`src/rtl/id_stage.sv`:
```
// id_stage: registered RV32I decode stage sitting between fetch and execute.
// Decodes one instruction per cycle into the ID/EX register. Handles the
// valid/ready handshake, redirect flush, load-use stalling and illegal
// opcode flagging.
module id_stage #(
  parameter int XLEN      = 32,
  parameter bit HAZARD_EN = 1'b1
) (
  input  logic            clk,
  input  logic            rst_n,
  input  logic            if_valid,
  input  logic [31:0]     if_instr,
  input  logic [XLEN-1:0] if_pc,
  output logic            id_ready,
  input  logic            flush,
  input  logic            ex_ready,
  output logic            ex_valid,
  output logic [XLEN-1:0] ex_pc,
  output logic [XLEN-1:0] ex_imm,
  output logic [4:0]      ex_rs1,
  output logic [4:0]      ex_rs2,
  output logic [4:0]      ex_rd,
  output logic            ex_regWrite,
  output logic            ex_memToReg,
  output logic            ex_memWrite,
  output logic            ex_operandA,
  output logic            ex_operandB,
  output logic            ex_branch,
  output logic            ex_jalEN,
  output logic            ex_jalrEN,
  output logic [5:0]      ex_aluOP,
  output logic            ex_illegal
);

  localparam logic [6:0] OP_R      = 7'b0110011;
  localparam logic [6:0] OP_IMM    = 7'b0010011;
  localparam logic [6:0] OP_LOAD   = 7'b0000011;
  localparam logic [6:0] OP_STORE  = 7'b0100011;
  localparam logic [6:0] OP_BRANCH = 7'b1100011;
  localparam logic [6:0] OP_JAL    = 7'b1101111;
  localparam logic [6:0] OP_JALR   = 7'b1100111;
  localparam logic [6:0] OP_LUI    = 7'b0110111;
  localparam logic [6:0] OP_AUIPC  = 7'b0010111;

  // Everything that must read as zero while the register holds a bubble.
  typedef struct packed {
    logic       reg_write;
    logic       mem_to_reg;
    logic       mem_write;
    logic       operand_a;
    logic       operand_b;
    logic       branch;
    logic       jal_en;
    logic       jalr_en;
    logic [5:0] alu_op;
    logic       illegal;
  } ctrl_t;

  // Immediate extraction, each sign-extended from instr[31] to XLEN.
  function automatic logic signed [XLEN-1:0] imm_i(input logic [31:0] ins);
    return XLEN'($signed(ins[31:20]));
  endfunction

  function automatic logic signed [XLEN-1:0] imm_s(input logic [31:0] ins);
    return XLEN'($signed({ins[31:25], ins[11:7]}));
  endfunction

  function automatic logic signed [XLEN-1:0] imm_b(input logic [31:0] ins);
    return XLEN'($signed({ins[31], ins[7], ins[30:25], ins[11:8], 1'b0}));
  endfunction

  function automatic logic signed [XLEN-1:0] imm_u(input logic [31:0] ins);
    return XLEN'($signed({ins[31:12], 12'b0}));
  endfunction

  function automatic logic signed [XLEN-1:0] imm_j(input logic [31:0] ins);
    return XLEN'($signed({ins[31], ins[19:12], ins[20], ins[30:21], 1'b0}));
  endfunction

  logic [6:0]             opcode_p0;
  logic [2:0]             funct3_p0;
  ctrl_t                  ctrl_p0;
  logic signed [XLEN-1:0] imm_p0;
  logic [4:0]             rs1_p0;
  logic [4:0]             rs2_p0;
  logic [4:0]             rd_p0;

  logic                   vld_p1;
  ctrl_t                  ctrl_p1;
  logic signed [XLEN-1:0] imm_p1;
  logic [XLEN-1:0]        pc_p1;
  logic [4:0]             rs1_p1;
  logic [4:0]             rs2_p1;
  logic [4:0]             rd_p1;

  logic                   advance;
  logic                   load_use;

  assign opcode_p0 = if_instr[6:0];
  assign funct3_p0 = if_instr[14:12];

  // Decode the fetched word into controls, immediate and masked register indices.
  always_comb begin
    ctrl_p0 = '0;
    imm_p0  = '0;
    rs1_p0  = if_instr[19:15];
    rs2_p0  = if_instr[24:20];
    rd_p0   = if_instr[11:7];
    case (opcode_p0)
      OP_R: begin
        ctrl_p0.reg_write = 1'b1;
        ctrl_p0.alu_op    = {if_instr[30], funct3_p0, 2'b00};
      end
      OP_IMM: begin
        ctrl_p0.reg_write = 1'b1;
        ctrl_p0.operand_b = 1'b1;
        ctrl_p0.alu_op    = {(funct3_p0 == 3'b101) & if_instr[30], funct3_p0, 2'b00};
        imm_p0            = imm_i(if_instr);
        rs2_p0            = 5'd0;
      end
      OP_LOAD: begin
        ctrl_p0.reg_write  = 1'b1;
        ctrl_p0.mem_to_reg = 1'b1;
        ctrl_p0.operand_b  = 1'b1;
        ctrl_p0.alu_op     = 6'b000010;
        imm_p0             = imm_i(if_instr);
        rs2_p0             = 5'd0;
      end
      OP_STORE: begin
        ctrl_p0.mem_write = 1'b1;
        ctrl_p0.operand_b = 1'b1;
        ctrl_p0.alu_op    = 6'b000010;
        imm_p0            = imm_s(if_instr);
        rd_p0             = 5'd0;
      end
      OP_BRANCH: begin
        ctrl_p0.branch = 1'b1;
        ctrl_p0.alu_op = {1'b0, funct3_p0, 2'b01};
        imm_p0         = imm_b(if_instr);
        rd_p0          = 5'd0;
      end
      OP_JAL: begin
        ctrl_p0.reg_write = 1'b1;
        ctrl_p0.jal_en    = 1'b1;
        ctrl_p0.operand_a = 1'b1;
        ctrl_p0.operand_b = 1'b1;
        ctrl_p0.alu_op    = 6'b000010;
        imm_p0            = imm_j(if_instr);
        rs1_p0            = 5'd0;
        rs2_p0            = 5'd0;
      end
      OP_JALR: begin
        ctrl_p0.reg_write = 1'b1;
        ctrl_p0.jalr_en   = 1'b1;
        ctrl_p0.operand_b = 1'b1;
        ctrl_p0.alu_op    = 6'b000010;
        imm_p0            = imm_i(if_instr);
        rs2_p0            = 5'd0;
      end
      OP_LUI: begin
        ctrl_p0.reg_write = 1'b1;
        ctrl_p0.operand_b = 1'b1;
        ctrl_p0.alu_op    = 6'b000011;
        imm_p0            = imm_u(if_instr);
        rs1_p0            = 5'd0;
        rs2_p0            = 5'd0;
      end
      OP_AUIPC: begin
        ctrl_p0.reg_write = 1'b1;
        ctrl_p0.operand_a = 1'b1;
        ctrl_p0.operand_b = 1'b1;
        ctrl_p0.alu_op    = 6'b000010;
        imm_p0            = imm_u(if_instr);
        rs1_p0            = 5'd0;
        rs2_p0            = 5'd0;
      end
      default: begin
        // Unknown opcode: only the flag is raised, nothing writes or branches.
        ctrl_p0.illegal = 1'b1;
        rs2_p0          = 5'd0;
      end
    endcase
  end

  // A LOAD in ID/EX whose destination feeds the instruction now in ID must
  // wait one cycle, since its data is not available to a forward yet.
  assign advance  = !vld_p1 || ex_ready;
  assign load_use = HAZARD_EN && if_valid && vld_p1 && ctrl_p1.mem_to_reg &&
                    (rd_p1 != 5'd0) && ((rd_p1 == rs1_p0) || (rd_p1 == rs2_p0));
  assign id_ready = flush || (advance && !load_use);

  // ---- ID -> EX register boundary ----
  // Update the ID/EX register: flush beats stall, stall beats hazard bubble.
  always_ff @(posedge clk) begin
    if (!rst_n) begin
      vld_p1  <= 1'b0;
      ctrl_p1 <= '0;
      imm_p1  <= '0;
      pc_p1   <= '0;
      rs1_p1  <= '0;
      rs2_p1  <= '0;
      rd_p1   <= '0;
    end else if (flush) begin
      vld_p1  <= 1'b0;
      ctrl_p1 <= '0;
    end else if (advance) begin
      if (load_use || !if_valid) begin
        // Bubble: controls cleared, data fields keep their last value.
        vld_p1  <= 1'b0;
        ctrl_p1 <= '0;
      end else begin
        vld_p1  <= 1'b1;
        ctrl_p1 <= ctrl_p0;
        imm_p1  <= imm_p0;
        pc_p1   <= if_pc;
        rs1_p1  <= rs1_p0;
        rs2_p1  <= rs2_p0;
        rd_p1   <= rd_p0;
      end
    end
  end

  assign ex_valid    = vld_p1;
  assign ex_pc       = pc_p1;
  assign ex_imm      = imm_p1;
  assign ex_rs1      = rs1_p1;
  assign ex_rs2      = rs2_p1;
  assign ex_rd       = rd_p1;
  assign ex_regWrite = ctrl_p1.reg_write;
  assign ex_memToReg = ctrl_p1.mem_to_reg;
  assign ex_memWrite = ctrl_p1.mem_write;
  assign ex_operandA = ctrl_p1.operand_a;
  assign ex_operandB = ctrl_p1.operand_b;
  assign ex_branch   = ctrl_p1.branch;
  assign ex_jalEN    = ctrl_p1.jal_en;
  assign ex_jalrEN   = ctrl_p1.jalr_en;
  assign ex_aluOP    = ctrl_p1.alu_op;
  assign ex_illegal  = ctrl_p1.illegal;

endmodule

```
`config.mk`:
```
export PLATFORM = sky130hd
export DESIGN_NAME = id_stage
export DESIGN_NICKNAME = d
export VERILOG_FILES = /design/src/rtl/id_stage.sv
export SDC_FILE = /design/constraint.sdc
export NUM_CORES = 1
export LEC_CHECK = 0
export ABC_AREA = 1
export BUFFER_PORTS_ARGS = -buffer_cell sky130_fd_sc_hd__buf_4
export CORE_MARGIN = 10
export CORE_UTILIZATION = 52
export CTS_BUF_LIST = sky130_fd_sc_hd__clkbuf_4 sky130_fd_sc_hd__clkbuf_8
export DETAILED_ROUTE_END_ITERATION = 16
export PLACE_DENSITY = 0.8
export SYNTH_ARGS = -nofsm -noshare
export SYNTH_HDL_FRONTEND = slang
export SYNTH_SLANG_ARGS = --single-unit
```
`constraint.sdc`:
```
create_clock -name clk -period 2 [get_ports clk]
set_input_delay 0.2 -clock clk [delete_from_list [all_inputs] [get_ports clk]]
set_output_delay 0.2 -clock clk [all_outputs]
set_load 0.02 [all_outputs]
```
==> results of run 1 <==
-- layer usage --
metal	vias up	wire [µm]
met3	30	1367
li1	2602	-
met1	2256	6025
met4	0	374
met2	186	7062
met5	-	0
-- power by group --
| group | switching, mW | internal (mW) | leakage [nW] |
|---|---|---|---|
| logic | 0.542 | 0.414 | 2.79 |
| clock network | 0.713 | 0.486 | 0.0888 |
| registers | 0.0649 | 2.00 | 0.781 |
-- metrics by stage --
| step | hold WS (ns) | power [mW] | worst slack, ns |
|---|---|---|---|
| global route | 0.04845 | 4.448 | -0.001207 |
| floorplan | 0.3349 | 2.602 | 0.1637 |
| global placement | 0.4215 | 2.998 | -0.06053 |
| detailed placement | 0.4271 | 3.026 | -0.1692 |
| finish | 0.04650 | 4.220 | 0.08883 |
| CTS | 0.03716 | 4.218 | 0.006025 |
-- state kept, by name, indices dropped and copies added (netlist names), 5 cells and up --
signal / count
ex_imm: 32
ex_pc: 32
ex_aluOP: 6
ex_rd: 5
ex_rs1: 5
ex_rs2: 5
-- cell families (layout without fill, tap and decap cells) --
| group | after synthesis | in the layout | share of synthesized area, % |
|---|---|---|---|
| buffers and inverters | 173 | 369 | 15.17 |
| xor gates and xnor gates | 2 | 2 | 0.3767 |
| DFF | 95 | 95 | 40.89 |
| AOI/OAI and AO/OA | 74 | 74 | 8.313 |
| and+or+nand+nor | 407 | 407 | 35.24 |
-- what timing repair did --
item,in CTS,in global routing
hold buffers,0,0
endpoints found under the setup margin,1,3
pin swaps,1,6
gates cloned,0,3
resized for setup,3,11
buffers inserted,2,6
-- critical path, cell delays in order, from the launching register on --
cell                        delay [ns]
sky130_fd_sc_hd__dfxtp_1          0.34
sky130_fd_sc_hd__inv_1            0.16
sky130_fd_sc_hd__nand4_1          0.12
sky130_fd_sc_hd__o2111ai_1        0.22
sky130_fd_sc_hd__inv_1            0.10
sky130_fd_sc_hd__nand2_2          0.12
sky130_fd_sc_hd__nand2_2          0.07
sky130_fd_sc_hd__nand2_2          0.09
sky130_fd_sc_hd__buf_6            0.13
-- final cells by class --
class	instances	area share (%)
multi-input combinational	483	31.57
sequential	95	29.29
timing repair buffer	211	26.07
inverter	142	8.177
tap	108	2.073
clock buffer	10	2.015
clock inverter	6	0.8061
-- synthesized netlist by cell type --
library cell	count	share of area [%]
sky130_fd_sc_hd__inv_2	3	0.24
sky130_fd_sc_hd__buf_1	1	0.081
sky130_fd_sc_hd__buf_4	4	0.65
sky130_fd_sc_hd__buf_2	9	0.97
sky130_fd_sc_hd__nand3_1	15	1.6
sky130_fd_sc_hd__o21ai_1	1	0.11
sky130_fd_sc_hd__dfxtp_1	95	41
sky130_fd_sc_hd__nand3_2	1	0.22
sky130_fd_sc_hd__a211oi_1	1	0.16
sky130_fd_sc_hd__nor4_1	2	0.27
sky130_fd_sc_hd__nand4_4	1	0.46
sky130_fd_sc_hd__o31ai_1	1	0.16
sky130_fd_sc_hd__buf_6	4	0.97
sky130_fd_sc_hd__nor2_4	1	0.24
sky130_fd_sc_hd__clkbuf_1	13	1.0
sky130_fd_sc_hd__nor2_1	138	11
sky130_fd_sc_hd__nand4_1	9	1.2
sky130_fd_sc_hd__inv_1	138	11
sky130_fd_sc_hd__nor3_1	3	0.32
sky130_fd_sc_hd__o21ai_0	42	4.5
sky130_fd_sc_hd__xor2_1	2	0.38
sky130_fd_sc_hd__a21oi_2	1	0.19
sky130_fd_sc_hd__a21oi_1	26	2.8
sky130_fd_sc_hd__nor2_2	2	0.27
sky130_fd_sc_hd__o2111ai_1	2	0.38
sky130_fd_sc_hd__nand2_2	4	0.54
sky130_fd_sc_hd__nand2_1	229	18
sky130_fd_sc_hd__clkinv_1	1	0.081
sky130_fd_sc_hd__nand2_4	2	0.48
-- worst max-delay path by stage --
| stage | start | endpoint | slack, ns | depth (start not counted) |
|---|---|---|---|---|
| global placement | if_instr[3] | ex_rd[4]$_SDFFE_PN0P_ | -0.06 | 17 |
| detailed placement | if_instr[3] | ex_pc[23]$_SDFFE_PN0P_ | -0.17 | 15 |
| CTS | ex_rd[1]$_SDFFE_PN0P_ | id_ready | 0.006 | 10 |
| global route | if_instr[6] | id_ready | -0.001 | 15 |
| floorplan | if_instr[1] | ex_imm[11]$_SDFFE_PN0P_ | 0.16 | 15 |
| finish | ex_rd[3]$_SDFFE_PN0P_ | id_ready | 0.09 | 8 |
==> metrics.cfg, run 1 <==
[detailed_routing]
detail_route.drc_violations=0
final_antenna_net_count=0
detailedRoute.firstPassIterationCount=5
total_via_count_in_the_routed_design=5074
dr.first_iter.drc_count=358
mean_number_of_vias_per_cell=4.809
routed_wl_mm=14.83
post_dr_wirelength_cell_um=14.06

[cells_and_area]
mostFrequentLayoutCell=sky130_fd_sc_hd__nand2_1
final_cell_area_um2=6519
synthToLayoutAreaGrowth_pct=40.17
multiInputGateArea_um2=2058
finish.utilization_pct=74.75
final.fill_count=716
diodes=0
finalNonFillerCells=1055
nets=1011
drive_gt1_share_pct=26.72
layout_common_cells=sky130_fd_sc_hd__nand2_1, sky130_fd_sc_hd__buf_4, sky130_fd_sc_hd__inv_1, sky130_fd_sc_hd__nor2_1, sky130_fd_sc_hd__dfxtp_1
sequential_cell_area_um2=1909

[setup_path]
timing.reg2reg.setup_slack_ns=0.17
cp_data_arrival_time_ns=1.71
criticalPathCategory=reg2out
reg2reg_from=ex_rd[3]$_SDFFE_PN0P_
crit_required_ns=1.80
worstSetupStartpointType=flip-flop
crit_fanout=4
reg2reg_depth=11
critPathCaptureType=output pin
r2r_end=ex_aluOP[5]$_SDFFE_PP0P_

[timing]
period_share_pct=95.56
clock.fmax_mhz=523.2
slew-limit-headroom_pct=62.68
timing_hold_violations_final=0
finalSetupViolCount=0
fin_tns_setup_ns=0
drv_slew=0
worst_slew_pin_slew_ns=0.5585
skew_ns=0.01187
finalWorstPathRequiredPeriod_ns=1.911

[floorplanning]
die_width_um=114.6
fp-row-count=34
effective_utilization_at_floorplan_pct=53.33
total_i_o_pin_count=165
die_y_um=114.6
core_area_um2=8721
die_area_um2=13130

[power]
leak_pwr_nw=3.659
powerDensity_nw_per_um2=647.3
vdd_ir_drop_max_mv=0.3842

[synthesis]
ys.warnings.count=0
mappedNetlistArea_um2=4651
synthDistinctLibCells=29
synthesis.instances=751
postSynthNetCount=820
yosysSeqAreaShare_pct=40.89
avgSynthCellArea_um2=6.193
synth.ff_latch_count=95

[placed_design]
gpl.final_weighted_congestion=0.9616
placed_cells=1028
dpl_wire_length_mm=11.41
post_dp_cell_area_um2=6177
port_buffers=164

[cts]
tritoncts_clock_tree=built
max-clock-path-buffers=2
clkLatencyLatePin_ns=0.36
clock_tree_root_buffer_cell=sky130_fd_sc_hd__clkbuf_8
htree_num_levels=3
cts_buffers=9
clock_sink_count=95
cts.reportedPaths.clkPinSlew_ns=0.10

[worst_hold_path]
worstHoldPathCells=3
hold_class=in2reg
worstHoldEndpoint=ex_pc[8]$_SDFFE_PN0P_
worstHoldStart=if_pc[8]

[global_routing]
grt.met2_usage_pct=35.33
pin_count_of_the_biggest_net_entering_global_routing=41
globalRouteMet3Util_pct=7.338
busiest_layer=met2
first_pass_grt_wire_length_mm=23.29
grt_overflow=0
antenna_violations_before_repair=0
global_route.usage.met1_pct=24.73
grt_pass1_vias=4941
grt.total_usage_pct=21.37

[run]
timing.max_cap.violations=0

[outcome]
run_status=complete, no violations

(Power assumes the default switching activity.)
==> inputs of run 2 (changes only) <==
--- a/config.mk
+++ b/config.mk
@@ -8,10 +8,11 @@
 export ABC_AREA = 1
 export BUFFER_PORTS_ARGS = -buffer_cell sky130_fd_sc_hd__buf_4
 export CORE_MARGIN = 10
-export CORE_UTILIZATION = 52
+export CORE_UTILIZATION = 55
 export CTS_BUF_LIST = sky130_fd_sc_hd__clkbuf_4 sky130_fd_sc_hd__clkbuf_8
 export DETAILED_ROUTE_END_ITERATION = 16
-export PLACE_DENSITY = 0.8
+export HOLD_SLACK_MARGIN = 0.08
+export PLACE_DENSITY = 0.84
 export SYNTH_ARGS = -nofsm -noshare
 export SYNTH_HDL_FRONTEND = slang
 export SYNTH_SLANG_ARGS = --single-unit
==> constraint.sdc (replaced) <==
create_clock -name clk -period 2.5 [get_ports clk]
set_input_delay 0.25 -clock clk [delete_from_list [all_inputs] [get_ports clk]]
set_output_delay 0.25 -clock clk [all_outputs]
set_load 0.02 [all_outputs]
==> metrics.cfg, run 2 (synthesis gave the netlist of run 1 again) <==
[floorplanning]
die_area_um2=12530
fp-row-count=33
die_y_um=112.0
effective_utilization_at_floorplan_pct=56.60
core_area_um2=8217
die_width_um=112.0
total_i_o_pin_count=165

[cells_and_area]
final_cell_area_um2=6207
layout_common_cells=sky130_fd_sc_hd__nand2_1, sky130_fd_sc_hd__buf_4, sky130_fd_sc_hd__nor2_1, sky130_fd_sc_hd__inv_1, sky130_fd_sc_hd__dfxtp_1
multiInputGateArea_um2=2043
nets=976
final.fill_count=665
drive_gt1_share_pct=22.61
synthToLayoutAreaGrowth_pct=33.47
sequential_cell_area_um2=1902
mostFrequentLayoutCell=sky130_fd_sc_hd__nand2_1
diodes=0

[cts]
tritoncts_clock_tree=built
post_cts.resized_instances=0
max-clock-path-buffers=2
cts_buffers=9
clkLatencyLatePin_ns=0.36
htree_num_levels=3
post_cts_buffers=0
clock_sink_count=95
clock_tree_root_buffer_cell=sky130_fd_sc_hd__clkbuf_8
cts-hold-fix-buffers=0
cts.reportedPaths.clkPinSlew_ns=0.09

[global_routing]
grt_pass1_vias=4837
grt.total_usage_pct=22.30
first_pass_grt_wire_length_mm=23.58
grt_overflow=0
pin_count_of_the_biggest_net_entering_global_routing=76
antenna_violations_before_repair=0

[setup_path]
worstPathCellList=buf_4 -> nor2_1 -> nand2_2 -> a21oi_2 -> nand2_1 -> nand2_1 -> nand2_1 -> nor2_1 -> nand3_1 -> nand2_1 -> nand2_2 -> nand2_1 -> nand2_1 -> buf_4
criticalPathCategory=in2out
r2r_end=ex_imm[1]$_SDFFE_PN0P_
timing.reg2reg.setup_slack_ns=0.59
worstSetupStartpointType=input port
timing.critical_path.slowest_stage_cell=sky130_fd_sc_hd__a21oi_2
cp_data_arrival_time_ns=1.99
cpPeakStageDelay_ns=0.37
critPathCaptureType=output pin
reg2reg_from=ex_rd[4]$_SDFFE_PN0P_
crit_required_ns=2.25
crit_fanout=10
reg2reg_depth=12
critPathMostFrequentCell=sky130_fd_sc_hd__nand2_1

[timing]
fin_tns_setup_ns=0
finalSetupViolCount=0
worst_slew_pin_slew_ns=0.5474
slew-limit-headroom_pct=63.26
finalWorstPathRequiredPeriod_ns=2.241
timing_hold_violations_final=0
skew_ns=0.01262
drv_slew=0
clock.fmax_mhz=446.2
period_share_pct=89.64
grt_setup_unrepaired=false

[detailed_routing]
detail_route.drc_violations=0
final_antenna_net_count=0
routed_wl_mm=14.23
dr.first_iter.drc_count=380
post_dr_wirelength_cell_um=14.01
total_via_count_in_the_routed_design=4922
detailedRoute.firstPassIterationCount=5
mean_number_of_vias_per_cell=4.844

[power]
leak_pwr_nw=3.484
powerDensity_nw_per_um2=575.3
vdd_ir_drop_max_mv=0.2847
power_mw=3.571

[outcome]
run_status=complete, no violations

[worst_hold_path]
worstHoldPathCells=3
worstHoldStart=if_pc[25]
hold_class=in2reg
worstHoldEndpoint=ex_pc[25]$_SDFFE_PN0P_

[placed_design]
gpl.final_weighted_congestion=0.9185
dpl_wire_length_mm=11.14
post_dp_cell_area_um2=5968
port_buffers=164

[run]
timing.max_cap.violations=0

run 2: power breakdown:
part / switching, mW / leakage [nW] / internal, mW / total (mW)
clock: 0.541 / 0.116 / 0.666 / 1.21
combinational: 0.422 / 2.59 / 0.293 / 0.715
sequential: 0.0501 / 0.780 / 1.60 / 1.65
total: 1.01 / 3.48 / 2.56 / 3.57
run 2: area by class of cell:
| type | instances | area share (%) |
|---|---|---|
| flip-flops and latches | 95 | 30.64 |
| clock buffers | 9 | 1.996 |
| inverters | 142 | 8.587 |
| repair buffers | 176 | 21.89 |
| multi-input cells | 483 | 32.92 |
| clock inverters | 6 | 1.854 |
| well taps | 105 | 2.117 |
run 2: critical path, delay by kind of cell:
| kind | cells | cell delay, ns |
|---|---|---|
| simple gates | 11 | 1.08 |
| compound gates | 1 | 0.37 |
| buf+inv | 2 | 0.29 |
run 2: worst max path at each step:
stage	end	slack [ns]	startpoint
2_1_floorplan	ex_imm[11]$_SDFFE_PN0P_	0.61	if_instr[1]
3_3_place_gp	ex_pc[0]$_SDFFE_PN0P_	0.18	if_instr[3]
3_5_place_dp	ex_pc[24]$_SDFFE_PN0P_	0.13	if_instr[3]
4_1_cts	id_ready	0.28	if_instr[3]
5_1_grt	id_ready	0.04	if_instr[3]
6_report	id_ready	0.26	if_instr[3]
run 2: metal layers:
layer	track usage (%)	vias to the layer above	routed length, µm
met1	26.32	2171	5877
li1	-	2525	-
met3	7.461	31	1216
met2	36.75	195	6789
met4	8.376	0	349
met5	0	-	0
run 2: metrics by stage:
step           hold slack [ns]  util (%)  setup WS (ns)  instances
2_1_floorplan           0.3849         -         0.6137        751
3_3_place_gp            0.4554     72.64         0.1794       1001
3_5_place_dp            0.4569     72.64         0.1299       1001
4_1_cts                0.08846     75.54         0.2816       1016
5_1_grt                0.09961     75.54        0.03779       1016
6_report                0.1069     75.54         0.2589       1016
